==> config.mk <==
export PLATFORM = sky130hd
export DESIGN_NAME = nonce_dispatch
export DESIGN_NICKNAME = d
export VERILOG_FILES = /design/src/rtl/nonce_dispatch.sv
export SDC_FILE = /design/constraint.sdc
export NUM_CORES = 1
export LEC_CHECK = 0
export CAP_MARGIN = 10
export CELL_PAD_IN_SITES_DETAIL_PLACEMENT = 1
export CELL_PAD_IN_SITES_GLOBAL_PLACEMENT = 1
export CORE_UTILIZATION = 42
export DETAILED_ROUTE_END_ITERATION = 7
export MAX_ROUTING_LAYER = met4
export PLACE_DENSITY = 0.84
export SLEW_MARGIN = 15
export SYNTH_ARGS = -nofsm -noshare
export SYNTH_HDL_FRONTEND = slang
export SYNTH_SLANG_ARGS = --single-unit
==> constraint.sdc <==
create_clock -name clk -period 8.7 [get_ports clk]
set_clock_uncertainty 0.2 [all_clocks]
set_input_delay 1.74 -clock clk [delete_from_list [all_inputs] [get_ports clk]]
set_output_delay 1.74 -clock clk [all_outputs]
set_load 0.01 [all_outputs]
==> src/rtl/nonce_dispatch.sv <==
// nonce_dispatch: front end of the mining hash pipeline.
// Loads a job (nonce range, target, upper m04 word), streams one byte-swapped
// nonce per cycle into the hash core, and collects winning nonces in a small
// first-word-fall-through FIFO. Issue is throttled so that FIFO fill plus
// hashes still in flight never exceeds FIFO_DEPTH, so a winner cannot be lost.
// Optional feature macro: NONCE_DISPATCH_STATS_EN adds the 48-bit hash_cnt
// output (completed hashes since the last job_start, saturating).
module nonce_dispatch #(
  parameter int PIPE_LAT   = 4,
  parameter int FIFO_DEPTH = 4,
  parameter int IF_W       = 8
) (
  input  logic        clk,
  input  logic        rst_n,
  input  logic        job_start,
  input  logic [31:0] job_lo,
  input  logic [31:0] job_hi,
  input  logic [63:0] job_target,
  input  logic [31:0] job_m04_hi,
  input  logic        abort,
  output logic        vld,
  output logic [63:0] m04,
  output logic [63:0] target,
  output logic        valid,
  input  logic        found,
  input  logic [31:0] nonce_in,
  input  logic        busy,
  output logic        res_valid,
  output logic [31:0] res_nonce,
  input  logic        res_ready,
  output logic        running,
  output logic        done,
  output logic        overflow
`ifdef NONCE_DISPATCH_STATS_EN
  ,
  output logic [47:0] hash_cnt
`endif
);

  localparam int PW    = $clog2(FIFO_DEPTH);
  localparam int PTR_W = PW + 1;

  localparam logic [1:0] S_IDLE  = 2'd0;
  localparam logic [1:0] S_RUN   = 2'd1;
  localparam logic [1:0] S_DRAIN = 2'd2;

  // Pipeline latency is informational; the in-flight counter absorbs it.
  logic [31:0] lat_unused;
  assign lat_unused = 32'(PIPE_LAT);

  logic [1:0]       state, state_nx;
  logic [31:0]      hi_q, cur, m04_hi_q;
  logic [IF_W-1:0]  inflight, inflight_nx;
  logic [PTR_W-1:0] wr_ptr, rd_ptr, wr_ptr_nx, rd_ptr_nx, fill;
  logic [31:0]      mem [FIFO_DEPTH];
  logic             start, issue, dec, push, pop, full, wr_en, throttle_ok;

  function automatic logic [31:0] bswap32(input logic [31:0] x);
    return {x[7:0], x[15:8], x[23:16], x[31:24]};
  endfunction

  assign res_nonce = mem[rd_ptr[PW-1:0]];

  // Issue decision, FIFO handshakes and next-state / next-count computation.
  always_comb begin
    fill        = wr_ptr - rd_ptr;
    full        = (fill == PTR_W'(FIFO_DEPTH));
    start       = job_start && (state == S_IDLE);
    push        = found && busy;
    pop         = res_valid && res_ready;
    wr_en       = push && (!full || pop);
    throttle_ok = (32'(fill) + 32'(inflight)) < 32'(FIFO_DEPTH);
    issue       = (state == S_RUN) && !abort && throttle_ok;
    dec         = busy && (inflight != {IF_W{1'b0}});

    case ({issue, dec})
      2'b10:   inflight_nx = inflight + IF_W'(1);
      2'b01:   inflight_nx = inflight - IF_W'(1);
      default: inflight_nx = inflight;
    endcase

    if (wr_en) begin
      wr_ptr_nx = wr_ptr + PTR_W'(1);
    end else begin
      wr_ptr_nx = wr_ptr;
    end
    if (pop) begin
      rd_ptr_nx = rd_ptr + PTR_W'(1);
    end else begin
      rd_ptr_nx = rd_ptr;
    end

    state_nx = state;
    case (state)
      S_IDLE: begin
        if (start) begin
          state_nx = S_RUN;
        end else begin
          state_nx = S_IDLE;
        end
      end
      S_RUN: begin
        if (abort || (issue && (cur == hi_q))) begin
          state_nx = S_DRAIN;
        end else begin
          state_nx = S_RUN;
        end
      end
      S_DRAIN: begin
        if (inflight_nx == {IF_W{1'b0}}) begin
          state_nx = S_IDLE;
        end else begin
          state_nx = S_DRAIN;
        end
      end
      default: state_nx = S_IDLE;
    endcase
  end

  // Job registers, FSM state, nonce issue and host-facing status outputs.
  always_ff @(posedge clk or negedge rst_n) begin
    if (!rst_n) begin
      state    <= S_IDLE;
      hi_q     <= 32'd0;
      cur      <= 32'd0;
      m04_hi_q <= 32'd0;
      inflight <= {IF_W{1'b0}};
      vld      <= 1'b0;
      m04      <= 64'd0;
      target   <= 64'd0;
      valid    <= 1'b0;
      running  <= 1'b0;
      done     <= 1'b0;
    end else begin
      state    <= state_nx;
      inflight <= inflight_nx;
      valid    <= start;
      running  <= (state_nx != S_IDLE);
      done     <= (state == S_DRAIN) && (inflight_nx == {IF_W{1'b0}});
      vld      <= issue;
      if (start) begin
        hi_q     <= job_hi;
        cur      <= job_lo;
        m04_hi_q <= job_m04_hi;
        target   <= job_target;
      end else if (issue) begin
        // cur wraps naturally, so hi < lo walks through 0xFFFFFFFF.
        cur <= cur + 32'd1;
        m04 <= {m04_hi_q, bswap32(cur)};
      end
    end
  end

  // Result FIFO storage, pointers and sticky overflow flag.
  always_ff @(posedge clk or negedge rst_n) begin
    if (!rst_n) begin
      wr_ptr    <= {PTR_W{1'b0}};
      rd_ptr    <= {PTR_W{1'b0}};
      res_valid <= 1'b0;
      overflow  <= 1'b0;
      for (int i = 0; i < FIFO_DEPTH; i++) begin
        mem[i] <= 32'd0;
      end
    end else begin
      wr_ptr    <= wr_ptr_nx;
      rd_ptr    <= rd_ptr_nx;
      res_valid <= (wr_ptr_nx != rd_ptr_nx);
      if (wr_en) begin
        mem[wr_ptr[PW-1:0]] <= nonce_in;
      end
      if (push && !wr_en) begin
        overflow <= 1'b1;
      end else if (start) begin
        overflow <= 1'b0;
      end
    end
  end

`ifdef NONCE_DISPATCH_STATS_EN
  // Completed-hash counter for the current job, saturating at all-ones.
  always_ff @(posedge clk or negedge rst_n) begin
    if (!rst_n) begin
      hash_cnt <= 48'd0;
    end else if (start) begin
      hash_cnt <= 48'd0;
    end else if (busy && (hash_cnt != {48{1'b1}})) begin
      hash_cnt <= hash_cnt + 48'd1;
    end
  end
`endif

endmodule

==> reports/metrics.csv, run 1 <==
stage,metric,value,unit
clock_tree,CTS tree,done,
sta,TNS Setup,0,ns
clock_tree,Sink Count,374,
route,vias,12500,
sta,max-slew violations,0,
final_layout,final core occ,57.4,%
sta,Worst Tran Pin Value,1.15,ns
min_path,Hold Crit Class,flip-flop to flip-flop,
setup_path,CP Class,flip-flop to flip-flop,
setup_path,worst endpoint required time,8.96,ns
outcome,status,"complete, no violations",
die,DIE HEIGHT,198,µm
setup_path,R2R depth,17,
route,post-route ant nets,0,
grt,initial antenna violation count,5,
grt,first-pass GRT wire length,79.1,mm
final_layout,Multi-input gate area,0.00647,mm²
placed_design,RePlAce Congestion,0.796,
yosys,Mean Syn Cell Area,10.6,µm²
sta,Final Hold Vio Count,0,
yosys,Synth Warn #,0,
die,Core Area,0.0378,mm²
min_path,Hold Path End,m04[24],
final_layout,Nets,2080,
clock_tree,H-tree depth,2,
grt,GR Util All Layers,27.0,%
final_layout,Fillers,4053,
setup_path,R2R setup slack,3.18,ns
die,width of the chip,198,µm
grt,vias in the first global route,14000,
clock_tree,Clock Pin Slew Worst Setup and Hold Paths,0.06,ns
sta,Max Clk Rate,0.181,GHz
grt,GRT overflow,0,
sta,fin crit period,5.52,ns
sta,"Setup violations, final",0,
setup_path,CP startpoint,wr_ptr[0],
yosys,synthesized cell area,0.0162,mm²
pwr,P_leak,0.0101,µW
yosys,Mapped Cells,1522,
pwr,PwrDens,361,mW/mm²
placed_design,Placed Area,0.0203,mm²
min_path,hold path startpoint,m04[24],
clock_tree,Clock Root Buffer,clkbuf_16,
min_path,Hold Path Cell Cnt,2,
yosys,ys async rst share,100,%
grt,largest net degree at the start of global routing,174,
setup_path,WP buf/inv,2,
yosys,most common flop cell mapped by yosys,dfrtp_1,
placed_design,placed cells,2329,
sta,Max transition margin,23.6,%
clock_tree,PostCTS Resize Cnt,0,
pwr,maximum vdd drop,0.163,mV
setup_path,Worst Path Arrival,5.78,ns
yosys,post-synthesis register bit count,374,
yosys,syn nets,1739,
setup_path,crit start category,flip-flop,
route,total wire length,50.6,mm
final_layout,P&R area growth vs syn,34.0,%
yosys,post-synthesis cell type count,56,
clock_tree,Post-CTS Hold Buffers,0,
die,die area,0.0394,mm²
route,# DRC,0,
die,Rows,71,
setup_path,worst r2r src,wr_ptr[0],
route,wire length per cell,21.0,µm
setup_path,CP top delay family,adder cells,
setup_path,Worst path slowest cell,ha_1,
final_layout,"non-filler cells, final",2409,
route,DR iter-0 viols,484,
clock_tree,Post-CTS Setup Bufs,0,
placed_design,Port Buffers,364,
clock_tree,Worst-Skew Late Latency,0.56,ns
route,DR vias/cell,5.20,
final_layout,share of cells above drive strength 1,13.5,%
job,max_cap viols,0,
setup_path,Worst path max stage delay,0.44,ns
sta,RSZ-0062 raised after global routing,no,
sta,Final period util,63.4,%
route,router iterations before antenna repair,5,
final_layout,Register Area,0.00936,mm²
clock_tree,CTS Buffer Depth,3,
placed_design,HPWL after DPL,34.4,mm
setup_path,CP Cell Sequence,inv_1 -> ha_1 -> inv_1 -> fa_1 -> xnor3_1 -> ha_1 -> nor3_1 -> nand4bb_1 -> or2_2 -> ha_1 -> ha_1 -> a21o_1 -> a21oi_1 -> a21oi_1 -> a311o_1 -> and4_1 -> a221oi_1,
setup_path,kind of end point of the critical path,flip-flop,
final_layout,final instance area,0.0217,mm²
yosys,Post-synth EDFFs,0,
setup_path,"most used cell, CP",ha_1,
yosys,sequential share of the synthesized area,57.8,%
die,Initial Util,42.8,%
clock_tree,cts bufs inserted,43,
die,# IOs,365,
setup_path,R2R Path End,running,
setup_path,CP Max Fanout,12,
==> metal layers <==
| metal | track usage, % | routed length [µm] |
|---|---|---|
| met1 | 30.7 | 19900 |
| met2 | 46.3 | 25800 |
| met3 | 7.70 | 3530 |
| met4 | 7.95 | 1380 |
| met5 | - | 0 |
==> placed cells by master (no fill, tap or decap), drive strengths merged, types with 3 or more instances in the layout <==
cell           count
mux2             130
and3               9
and4               4
nor3              16
o211ai             9
nand2b             4
dfrtp            374
o21ai             30
buf               15
nand2            628
xor2              44
nor2              15
diode              5
clkinv            10
xnor2             16
nand3             14
mux4              32
clkdlybuf4s50    363
a21oi              7
nand4             13
a21o               5
ha                16
clkbuf            63
nor4              13
nor2b              4
a32oi              3
inv               18
==> flip-flops by register name, indices dropped and copies added, names as in the netlist <==
signal and count:
overflow 1, res_valid 1, m04_hi_q 32, hi_q 32, cur 32, target 64
rd_ptr 3, inflight 8, vld 1, wr_ptr 3, m04 64, state 2
running 1, mem 128, valid 1, done 1
==> synth_stat cells (2+ instances only) <==
cell | n | area [µm²]
mux2_2 | 130 | 1460
o21ai_1 | 5 | 25.0
nand3_1 | 14 | 70.1
a221o_1 | 2 | 20.0
a21oi_1 | 7 | 35.0
a32oi_1 | 3 | 26.3
buf_1 | 17 | 63.8
o21ai_0 | 25 | 125
nand2_1 | 628 | 2360
a31o_2 | 2 | 17.5
a21o_1 | 5 | 37.5
dfrtp_1 | 374 | 9360
inv_1 | 17 | 63.8
nor4_1 | 11 | 68.8
clkbuf_1 | 63 | 236
or4_1 | 2 | 15.0
o311ai_0 | 2 | 17.5
nor2b_1 | 4 | 25.0
or4b_1 | 2 | 20.0
and3_1 | 9 | 56.3
xor2_1 | 44 | 385
xnor2_1 | 16 | 140
mux2i_1 | 2 | 20.0
ha_1 | 16 | 200
a31oi_1 | 2 | 12.5
a22oi_1 | 2 | 15.0
mux4_2 | 32 | 721
o211ai_1 | 9 | 67.6
and4_1 | 4 | 35.0
fa_1 | 2 | 40.0
nor3_1 | 16 | 80.1
nor2_1 | 15 | 56.3
nand3b_1 | 2 | 15.0
nand4_1 | 13 | 81.3
nand2b_1 | 4 | 25.0
==> worst max path at each step <==
stage                          to  cells past startpoint
after detailed placement  running                     17
after floorplan              done                     19
after global routing         done                     17
final                     running                     17
after CTS                 running                     17
after global placement    running                     11
==> cell type report <==
type	count	share of cell area [%]
timing repair buffer	378	17.3
antenna	5	0.0576
clock buffer	63	5.96
sequential	374	43.1
multi-input combinational	1048	29.8
clock inverter	12	0.438
inverter	18	0.323
tap	511	2.94
==> report_power, final <==
part           leakage, µW  total [µW]  internal (µW)  switching, µW
Combinational      0.00475        3000           1580           1420
Sequential         0.00468        3050           2490            563
Clock             0.000690        1780           1060            726
Total               0.0101        7830           5120           2710
==> logic make-up after synthesis <==
| family | synth area share (%) |
|---|---|
| fa+ha+maj | 1.48 |
| mux | 13.6 |
| flops | 57.8 |
| compound gates | 3.03 |
| buf+inv | 2.35 |
| xor+xnor | 3.38 |
| simple gates | 18.4 |
==> worst register-to-register path: stages (launching register included) <==
cell and delay, ns:
dfrtp_1 0.42, inv_1 0.16, ha_1 0.17, inv_1 0.04
fa_1 0.36, xnor3_1 0.42, ha_1 0.29, nor3_1 0.30
nand4bb_1 0.25, or2_2 0.43, ha_1 0.41, ha_1 0.44
a21o_1 0.21, a21oi_1 0.32, a21oi_1 0.15, a311o_1 0.36
and4_1 0.23, a221oi_1 0.26
==> per-stage QoR <==
step	total power, µW	hold slack, ns	worst slack, ns
global placement	5870	0.250	3.52
finish	7830	0.266	3.18
detailed placement	6060	0.258	3.25
floorplan	4630	0.246	3.54
CTS	7910	0.272	3.24
global route	8300	0.287	2.85
Note: power is estimated with default switching activity, not from simulation.
==> run 2: changes to the inputs <==
--- a/config.mk
+++ b/config.mk
@@ -8,10 +8,10 @@
 export CAP_MARGIN = 10
 export CELL_PAD_IN_SITES_DETAIL_PLACEMENT = 1
 export CELL_PAD_IN_SITES_GLOBAL_PLACEMENT = 1
-export CORE_UTILIZATION = 42
+export CORE_UTILIZATION = 39
 export DETAILED_ROUTE_END_ITERATION = 7
 export MAX_ROUTING_LAYER = met4
-export PLACE_DENSITY = 0.84
+export PLACE_DENSITY = 0.79
 export SLEW_MARGIN = 15
 export SYNTH_ARGS = -nofsm -noshare
 export SYNTH_HDL_FRONTEND = slang
==> constraint.sdc (replaced) <==
create_clock -name clk -period 5.3 [get_ports clk]
set_clock_uncertainty 0.2 [all_clocks]
set_input_delay 1.06 -clock clk [delete_from_list [all_inputs] [get_ports clk]]
set_output_delay 1.06 -clock clk [all_outputs]
set_load 0.01 [all_outputs]
==> run 2 against run 1 <==
Effect of this change: hold slack got worse by 0.0079 ns; worst setup slack got worse by 2.9 ns; via count fell by 0.26%; flip-flop and latch count unchanged; first-iteration DRC count increased by 23%; clock-buffer cell count up 4; routed wire length fell by 0.86%; sequential share of layout area is 0.22 points lower; cell area grew 0.51%; critical endpoint is now done; largest cell class unchanged.
==> reports/metrics.csv, run 2 (same netlist as run 1, synthesis figures left out) <==
stage,metric,value,unit
clock_tree,Worst-Skew Late Latency,0.57,ns
sta,fin crit period,5.00,ns
route,vias,12500,
pwr,maximum vdd drop,0.340,mV
outcome,status,"complete, no violations",
die,Core Area,0.0409,mm²
grt,GR Util All Layers,24.7,%
sta,Max transition margin,35.9,%
grt,initial antenna violation count,5,
clock_tree,Post-CTS Setup Bufs,0,
die,die area,0.0424,mm²
clock_tree,Clock Pin Slew Worst Setup and Hold Paths,0.06,ns
clock_tree,H-tree depth,2,
clock_tree,Clock Root Buffer,clkbuf_16,
setup_path,Worst Path Arrival,5.27,ns
setup_path,CP Cell Sequence,inv_1 -> ha_1 -> inv_1 -> fa_1 -> xnor3_1 -> ha_1 -> nor3_2 -> nand4bb_1 -> or2_4 -> ha_2 -> ha_1 -> a21o_1 -> a31o_2 -> a41oi_1 -> a2bb2oi_1 -> and4_1 -> nor3b_1,
route,# DRC,0,
route,wire length per cell,20.6,µm
die,width of the chip,206,µm
min_path,Hold Crit Class,primary input to asynchronous set/reset pin,
setup_path,Worst path max stage delay,0.42,ns
clock_tree,cts bufs inserted,43,
grt,vias in the first global route,13800,
final_layout,Nets,2084,
final_layout,"most common cell after layout, fill and taps aside",nand2_1,
clock_tree,PostCTS Resize Cnt,2,
clock_tree,CTS tree,done,
setup_path,CP Max Fanout,12,
setup_path,"most used cell, CP",ha_1,
grt,largest net degree at the start of global routing,160,
final_layout,final instance area,0.0218,mm²
setup_path,CP Class,flip-flop to flip-flop,
sta,Max Clk Rate,0.200,GHz
die,# IOs,365,
route,router iterations before antenna repair,4,
sta,RSZ-0062 raised after global routing,no,
route,total wire length,50.2,mm
final_layout,final core occ,53.3,%
setup_path,worst endpoint required time,5.56,ns
final_layout,"non-filler cells, final",2435,
sta,"Setup violations, final",0,
sta,Final period util,94.4,%
placed_design,HPWL after DPL,34.3,mm
clock_tree,CTS Buffer Depth,3,
job,max_cap viols,0,
setup_path,R2R setup slack,0.30,ns
placed_design,placed cells,2354,
die,Rows,74,
pwr,P_leak,0.0101,µW
clock_tree,Post-CTS Hold Buffers,0,
route,post-route ant nets,0,
pwr,PwrDens,589,mW/mm²
grt,first-pass GRT wire length,78.0,mm
sta,Worst Tran Pin Value,0.962,ns
final_layout,share of cells above drive strength 1,13.6,%
setup_path,kind of end point of the critical path,flip-flop,
sta,Final Hold Vio Count,0,
die,DIE HEIGHT,206,µm
route,DR iter-0 viols,594,
route,DR vias/cell,5.13,
placed_design,Port Buffers,364,
grt,GRT overflow,0,
placed_design,RePlAce Congestion,0.830,
setup_path,Worst path slowest cell,dfrtp_1,
sta,max-slew violations,0,
final_layout,Biggest register,mem,
die,Initial Util,39.6,%
final_layout,largest registers,"mem x128, m04 x64, target x64",
final_layout,most frequent cells in the layout,"nand2_1 (627), dfrtp_1 (373), clkdlybuf4s50_1 (363)",
placed_design,Placed Area,0.0204,mm²
clock_tree,Sink Count,374,
final_layout,P&R area growth vs syn,34.7,%
final_layout,max reg flops,128,
setup_path,crit start category,flip-flop,
## run 2: changes by cell type in the layout (fill, tap and decap cells not counted), moves of 2 or more
cell and change:
ha_1 -2, clkbuf_8 -4, clkinv_4 -2, ha_2 +2, buf_12 +2, buf_4 +2, clkbuf_1 +8, clkinv_2 -2
## run 2: power breakdown
part	total [µW]	switching, µW	leakage (µW)	internal (µW)
Clock	2920	1180	0.000678	1740
Combinational	4960	2340	0.00478	2620
Sequential	4990	907	0.00468	4080
## run 2: final cells by class
| type | count | area (µm²) |
|---|---|---|
| Multi-Input combinational cell | 1048 | 6510 |
| Inverter | 18 | 72.6 |
| Timing Repair Buffer | 382 | 3820 |
| Clock inverter | 9 | 110 |
| Fill cell | 4388 | 19100 |
| Tap cell | 532 | 666 |
| Antenna cell | 5 | 12.5 |
| Sequential cell | 374 | 9360 |
| Clock buffer | 67 | 1270 |
## run 2: metal layers
layer | part of all wire (%) | GRT usage (%) | vias up
met2 | 50 | 41.1 | 352
met5 | 0 | - | -
met1 | 40 | 28.7 | 6323
li1 | - | - | 5737
met3 | 6.8 | 6.70 | 86
met4 | 3.1 | 8.64 | 0
## run 2: through the flow
step	setup slack, ns	hold slack [ns]	power [µW]	setup TNS [ns]
after floorplan	0.144	0.246	7610	0
after global placement	0.214	0.250	9670	0
after detailed placement	-0.0778	0.257	9940	-0.133
after CTS	0.0735	0.269	13000	0
after global routing	0.0351	0.290	13700	0
final	0.298	0.258	12900	0
## run 2: path summary, 6_finish.rpt
path | end | cells past startpoint | start
worst max-delay path | done | 17 | wr_ptr[0]
worst min-delay path | mem[125] | 1 | rst_n
worst max register to register | done | 17 | wr_ptr[0]
worst min register to register | m04[43] | 2 | m04[43]
max in group asynchronous | m04[48] | 2 | rst_n
min in group clk | m04[43] | 2 | m04[43]
## run 2: critical path: cells and delay by family, from the launching register on
family,cells,cell delay [ns]
and+or+nand+nor,5,1.19
DFF,1,0.42
AOI/OAI and AO/OA,4,0.96
xor gates and xnor gates,1,0.42
buffers and inverters,2,0.21
adders and majority gates,5,1.52
